## src/rtl/flit_buffer_if.sv

```systemverilog
// Handshake and status bundle between an upstream producer and the flit buffer.
// The master side drives push/pop requests and data; the slave side is the buffer.
interface flit_buffer_if #(
  parameter int DATA_WIDTH = 17,
  parameter int DEPTH      = 4,
  localparam int CNT_W     = $clog2(DEPTH + 1)
);
  logic                  receive_i;
  logic                  send_i;
  logic [DATA_WIDTH-1:0] data_i;
  logic [DATA_WIDTH-1:0] data_o;
  logic                  valid_o;
  logic                  full_o;
  logic                  almost_full_o;
  logic [CNT_W-1:0]      count_o;
  logic                  overflow_o;

  modport master (
    output receive_i, send_i, data_i,
    input  data_o, valid_o, full_o, almost_full_o, count_o, overflow_o
  );

  modport slave (
    input  receive_i, send_i, data_i,
    output data_o, valid_o, full_o, almost_full_o, count_o, overflow_o
  );
endinterface

```

## src/rtl/flit_buffer.sv

```systemverilog
// Multi-entry in-order flit buffer with occupancy, full/almost-full status and a
// sticky overflow flag. Head flit is read combinationally from registered storage.
module flit_buffer #(
  parameter int DATA_WIDTH = 17,
  parameter int DEPTH      = 4,
  localparam int CNT_W     = $clog2(DEPTH + 1),
  localparam int PTR_W     = (DEPTH > 1) ? $clog2(DEPTH) : 1
) (
  input logic          clk,
  input logic          rst,
  flit_buffer_if.slave bus
);

  logic [DATA_WIDTH-1:0] mem_r [DEPTH];
  logic [PTR_W-1:0]      wr_ptr_r;
  logic [PTR_W-1:0]      rd_ptr_r;
  logic [CNT_W-1:0]      count_r;
  logic                  overflow_r;

  logic [PTR_W-1:0]      wr_ptr_s;
  logic [PTR_W-1:0]      rd_ptr_s;
  logic [CNT_W-1:0]      count_s;
  logic                  overflow_s;
  logic                  valid_s;
  logic                  full_s;
  logic                  push_ok_s;
  logic                  pop_ok_s;

  // Status decode from the occupancy register only.
  always_comb begin
    valid_s   = (count_r != {CNT_W{1'b0}});
    full_s    = (count_r == CNT_W'(DEPTH));
    push_ok_s = bus.receive_i & (~full_s | bus.send_i);
    pop_ok_s  = bus.send_i & valid_s;
  end

  // Next-state for pointers, occupancy and the sticky overflow flag.
  always_comb begin
    wr_ptr_s   = wr_ptr_r;
    rd_ptr_s   = rd_ptr_r;
    count_s    = count_r;
    overflow_s = overflow_r;

    if (push_ok_s) begin
      wr_ptr_s = (wr_ptr_r == PTR_W'(DEPTH - 1)) ? {PTR_W{1'b0}} : wr_ptr_r + PTR_W'(1);
    end else begin
      wr_ptr_s = wr_ptr_r;
    end

    if (pop_ok_s) begin
      rd_ptr_s = (rd_ptr_r == PTR_W'(DEPTH - 1)) ? {PTR_W{1'b0}} : rd_ptr_r + PTR_W'(1);
    end else begin
      rd_ptr_s = rd_ptr_r;
    end

    case ({push_ok_s, pop_ok_s})
      2'b10:   count_s = count_r + CNT_W'(1);
      2'b01:   count_s = count_r - CNT_W'(1);
      default: count_s = count_r;
    endcase

    // A push request that was not accepted means a flit was lost.
    if (bus.receive_i && !push_ok_s) begin
      overflow_s = 1'b1;
    end else begin
      overflow_s = overflow_r;
    end
  end

  // Control state register with asynchronous clear.
  always_ff @(posedge clk or negedge rst) begin
    if (!rst) begin
      wr_ptr_r   <= {PTR_W{1'b0}};
      rd_ptr_r   <= {PTR_W{1'b0}};
      count_r    <= {CNT_W{1'b0}};
      overflow_r <= 1'b0;
    end else begin
      wr_ptr_r   <= wr_ptr_s;
      rd_ptr_r   <= rd_ptr_s;
      count_r    <= count_s;
      overflow_r <= overflow_s;
    end
  end

  // Storage array; contents need no reset because the output is masked by valid.
  always_ff @(posedge clk) begin
    if (push_ok_s) begin
      mem_r[wr_ptr_r] <= bus.data_i;
    end
  end

  assign bus.data_o        = mem_r[rd_ptr_r] & {DATA_WIDTH{valid_s}};
  assign bus.valid_o       = valid_s;
  assign bus.full_o        = full_s;
  assign bus.almost_full_o = (count_r == CNT_W'(DEPTH - 1));
  assign bus.count_o       = count_r;
  assign bus.overflow_o    = overflow_r;

endmodule

```

## src/flat_wrapper.sv

```systemverilog
// flat-port wrapper written by rule: the top's interface ports become plain ports
module flit_buffer_flat 
#(
  parameter int DATA_WIDTH = 17,
  parameter int DEPTH      = 4,
  localparam int CNT_W     = $clog2(DEPTH + 1),
  localparam int PTR_W     = (DEPTH > 1) ? $clog2(DEPTH) : 1
)
  (clk, rst, bus_receive_i, bus_send_i, bus_data_i, bus_data_o, bus_valid_o, bus_full_o, bus_almost_full_o, bus_count_o, bus_overflow_o);
  flit_buffer_if #(.DATA_WIDTH(DATA_WIDTH), .DEPTH(DEPTH)) bus_i ();
  input logic clk;
  input logic rst;
  input wire logic [$bits(bus_i.receive_i)-1:0] bus_receive_i;
  input wire logic [$bits(bus_i.send_i)-1:0] bus_send_i;
  input wire logic [$bits(bus_i.data_i)-1:0] bus_data_i;
  output wire logic [$bits(bus_i.data_o)-1:0] bus_data_o;
  output wire logic [$bits(bus_i.valid_o)-1:0] bus_valid_o;
  output wire logic [$bits(bus_i.full_o)-1:0] bus_full_o;
  output wire logic [$bits(bus_i.almost_full_o)-1:0] bus_almost_full_o;
  output wire logic [$bits(bus_i.count_o)-1:0] bus_count_o;
  output wire logic [$bits(bus_i.overflow_o)-1:0] bus_overflow_o;
  assign bus_i.receive_i = bus_receive_i;
  assign bus_i.send_i = bus_send_i;
  assign bus_i.data_i = bus_data_i;
  assign bus_data_o = bus_i.data_o;
  assign bus_valid_o = bus_i.valid_o;
  assign bus_full_o = bus_i.full_o;
  assign bus_almost_full_o = bus_i.almost_full_o;
  assign bus_count_o = bus_i.count_o;
  assign bus_overflow_o = bus_i.overflow_o;
  flit_buffer #(.DATA_WIDTH(DATA_WIDTH), .DEPTH(DEPTH)) u_core (.clk(clk), .rst(rst), .bus(bus_i));
endmodule
```

## config.mk

```make
export PLATFORM = sky130hd
export DESIGN_NAME = flit_buffer_flat
export DESIGN_NICKNAME = d
export VERILOG_FILES = /design/src/rtl/flit_buffer_if.sv /design/src/rtl/flit_buffer.sv /design/src/flat_wrapper.sv
export SDC_FILE = /design/constraint.sdc
export NUM_CORES = 1
export LEC_CHECK = 0
export CAP_MARGIN = 25
export CORE_MARGIN = 10
export CORE_UTILIZATION = 48
export DETAILED_ROUTE_END_ITERATION = 10
export HOLD_SLACK_MARGIN = 0.06
export PLACE_DENSITY = 0.75
export SYNTH_ARGS = -nofsm -noshare
export SYNTH_HDL_FRONTEND = slang
export SYNTH_SLANG_ARGS = --single-unit
export TNS_END_PERCENT = 20
```

## constraint.sdc

```tcl
create_clock -name clk -period 1.85 [get_ports clk]
set_input_delay 0.185 -clock clk [delete_from_list [all_inputs] [get_ports clk]]
set_output_delay 0.185 -clock clk [all_outputs]
set_load 0.05 [all_outputs]
```

==> impl_metrics.csv <==
group,metric,value,unit
route,vias,1561,
synth,synth_seq_cells,76,
clock_network,clk_pin_slew,0.08,ns
final_layout,drive_gt1_share,47.1,%
floorplanning,design.portCount,45,
synth,synth_top_flop_cell,"edfxtp_1",
route,drt_pre_antenna_iters,4,
worst_setup_path,arrival,1.77,ns
grt,antenna_found_initial,0,
synth,synth_cells,152,
worst_setup_path,critical_path_class,"reg2out",
timing,slew_violations,0,
worst_setup_path,crit_top_cell,"buf_6",
timing,layout_min_cycle_time,1.95,ns
worst_setup_path,critPathBufInv,2,
route,postRouteAntennaNets,0,
worst_setup_path,crit_chain,"buf_6 -> mux4_2 -> and2_4 -> buf_6",
floorplanning,die_area,9980,µm²
route,drc,0,
timing,hold_viol,0,
placed_design,dpl.hpwl,3.87,mm
clock_network,clk_path_buf_depth,2,
grt,grt_remaining_overflow,0,
run,max_cap_violations,0,
clock_network,insertion_delay,0.34,ns
final_layout,diodes,0,
worst_setup_path,worst_setup_path_end_kind,"primary output",
floorplanning,initial_core_util,48.8,%
timing,post-route-period-util,106,%
route,drtIter0Drc,61,
timing,finalSetupViolCount,18,
placed_design,port_buffers,44,
timing,worstMarginPinSlew,0.509,ns
synth,synth_edf_count,68,
floorplanning,rows,29,
synth,async_flop_share,10.5,%
clock_network,cts_buffers,9,
clock_network,cts_tree,"done",
placed_design,dp_cells,281,
outcome,violations,"negative setup slack",
worst_setup_path,worst-path-max-fanout,7,
clock_network,cts_htree_levels,3,
synth,ys_types,23,
synth,synth.net_count,180,
synth,synth.avg_cell_area,20.2,µm²
route,via_per_inst,5.24,
worst_setup_path,cp_slowest_cell,"mux4_2",
worst_setup_path,cp.required,1.66,ns
grt,track_usage,11.8,%
synth,ys_warn_count,0,
synth,syn_area,3070,µm²
clock_network,cts.sinks,76,
floorplanning,die_y,99.9,µm
outcome,status,"complete, but fails checks",
final_layout,area_growth_syn_to_layout,31.5,%
clock_network,hold_buffers,0,
final_layout,nNetsFinal,244,
route,wl_per_cell,18.7,µm
timing,slew_headroom,66.0,%
clock_network,clockRootBuffer,"clkbuf_8",
timing,clock.fmax,512,MHz
synth,seq_area_frac_synth,73.1,%
floorplanning,die_w,99.9,µm
final_layout,fin_cells,298,
grt,grt_max_degree,19,
timing,timing.final.ws_setup,-0.103,ns
hold_path,min_path_type,"in2async",
grt,grt_pass1_wl,8.99,mm
worst_setup_path,max_stage_delay,0.51,ns
route,finalWirelength,5.57,mm
timing,rsz0062_at_grt,"true",
timing,finClkSkew,0.00831,ns
floorplanning,core_region_area,6280,µm²
worst_setup_path,worstSetupStartpointType,"register",
worst_setup_path,crit_family,"multiplexers",
placed_design,place.gp.congestion,0.796,
grt,grt_pass1_vias,1814,
-- worst paths after layout --
path	from	end	slack, ns	cells past startpoint
worst max-delay path	u_core.rd_ptr_r[0]	bus_data_o[14]	-0.10	4
worst min-delay path	rst	u_core.bus.overflow_o	0.13	1
worst max register to register	u_core.bus.count_o[1]	u_core.bus.count_o[2]	-0.02	9
worst min register to register	u_core.bus.overflow_o	u_core.bus.overflow_o	0.48	1
max in group asynchronous	rst	u_core.bus.count_o[1]	1.41	1
min in group clk	bus_data_i[9]	u_core.mem_r[3][9]	0.48	1
-- routing by layer --
metal | up-vias | part of all wire, % | GRT usage, %
met5 | - | 0 | 0
met2 | 40 | 56 | 21.1
met3 | 5 | 6.4 | 4.67
met1 | 803 | 37 | 11.9
met4 | 0 | 0.93 | 5.18
li1 | 713 | - | -
-- cells in the final DEF, fill, tap and decap left out --
cell type,count
or3_4,1
clkinv_4,1
and2_2,1
and2_4,18
nand2_1,1
mux2_4,2
buf_4,12
bufinv_16,1
xor2_1,2
o21ai_2,1
mux4_2,17
nor2_1,3
dfrtp_1,5
a31o_2,1
clkdlybuf4s50_1,22
clkbuf_8,10
buf_6,20
inv_2,1
dfrtp_2,3
inv_1,6
nor3_1,1
buf_12,5
ha_1,5
a21boi_2,1
ha_2,1
mux2_2,2
fa_2,1
clkinv_2,2
xnor2_1,1
clkinvlp_4,2
edfxtp_1,68
and2_1,3
nor3b_4,1
-- synthesized netlist by cell type (2+ instances only) --
cell      number  area [µm²]
and2_1        21         131
buf_2          3        15.0
buf_6          2        22.5
dfrtp_1        8         200
edfxtp_1      68        2040
ha_1           6        75.1
inv_1          7        26.3
mux2_2         2        22.5
mux2_4         2        30.0
mux4_2        17         383
nor2_1         3        11.3
xor2_1         2        17.5
-- registers in the layout, summed over array words and instances (netlist names) --
name and cells:
u_core.bus.count_o 3, u_core.bus.overflow_o 1, u_core.mem_r 68, u_core.rd_ptr_r 2, u_core.wr_ptr_r 2
-- cells by family (layout without fill, tap and decap cells) --
kind of cell,Yosys count,in the layout,synth area share (%)
flops,76,76,73.1
simple gates,29,29,5.67
mux,21,21,14.2
buf+inv,13,82,2.33
fa+ha+maj,7,7,3.10
compound gates,3,3,0.694
xor+xnor,3,3,0.857
-- stage by stage --
| stage | instance area [µm²] | util (%) | TNS [ns] | hold slack, ns | setup WS (ns) |
|---|---|---|---|---|---|
| after floorplan | 3090 | - | -11.46 | -0.111 | -0.574 |
| after global placement | 3690 | 58.9 | 0 | 0.456 | 0.0234 |
| after detailed placement | 3690 | 58.9 | -0.196 | 0.466 | -0.117 |
| after CTS | 4020 | 64.1 | -1.63 | 0.119 | -0.113 |
| after global routing | 4030 | 64.2 | -2.99 | 0.125 | -0.185 |
| final | 4030 | 64.2 | -1.39 | 0.134 | -0.103 |
-- repair_timing --
item                       in CTS  in global routing
setup buffers                   1                  0
gates resized for setup        38                  2
cloned                          0                  0
pin swaps                       3                  0
setup endpoints to repair      19                 20
-- area by class of cell --
class,instances,area [µm²]
clock inverters,6,63.8
fillers,433,2250
repair buffers,59,636
multi-input cells,63,825
well taps,77,96.3
flip-flops and latches,76,2250
inverters,7,26.3
clock buffers,10,138
Power is not shown: default switching activity piles up to over one toggle a cycle in this logic, so the estimate is an artifact.
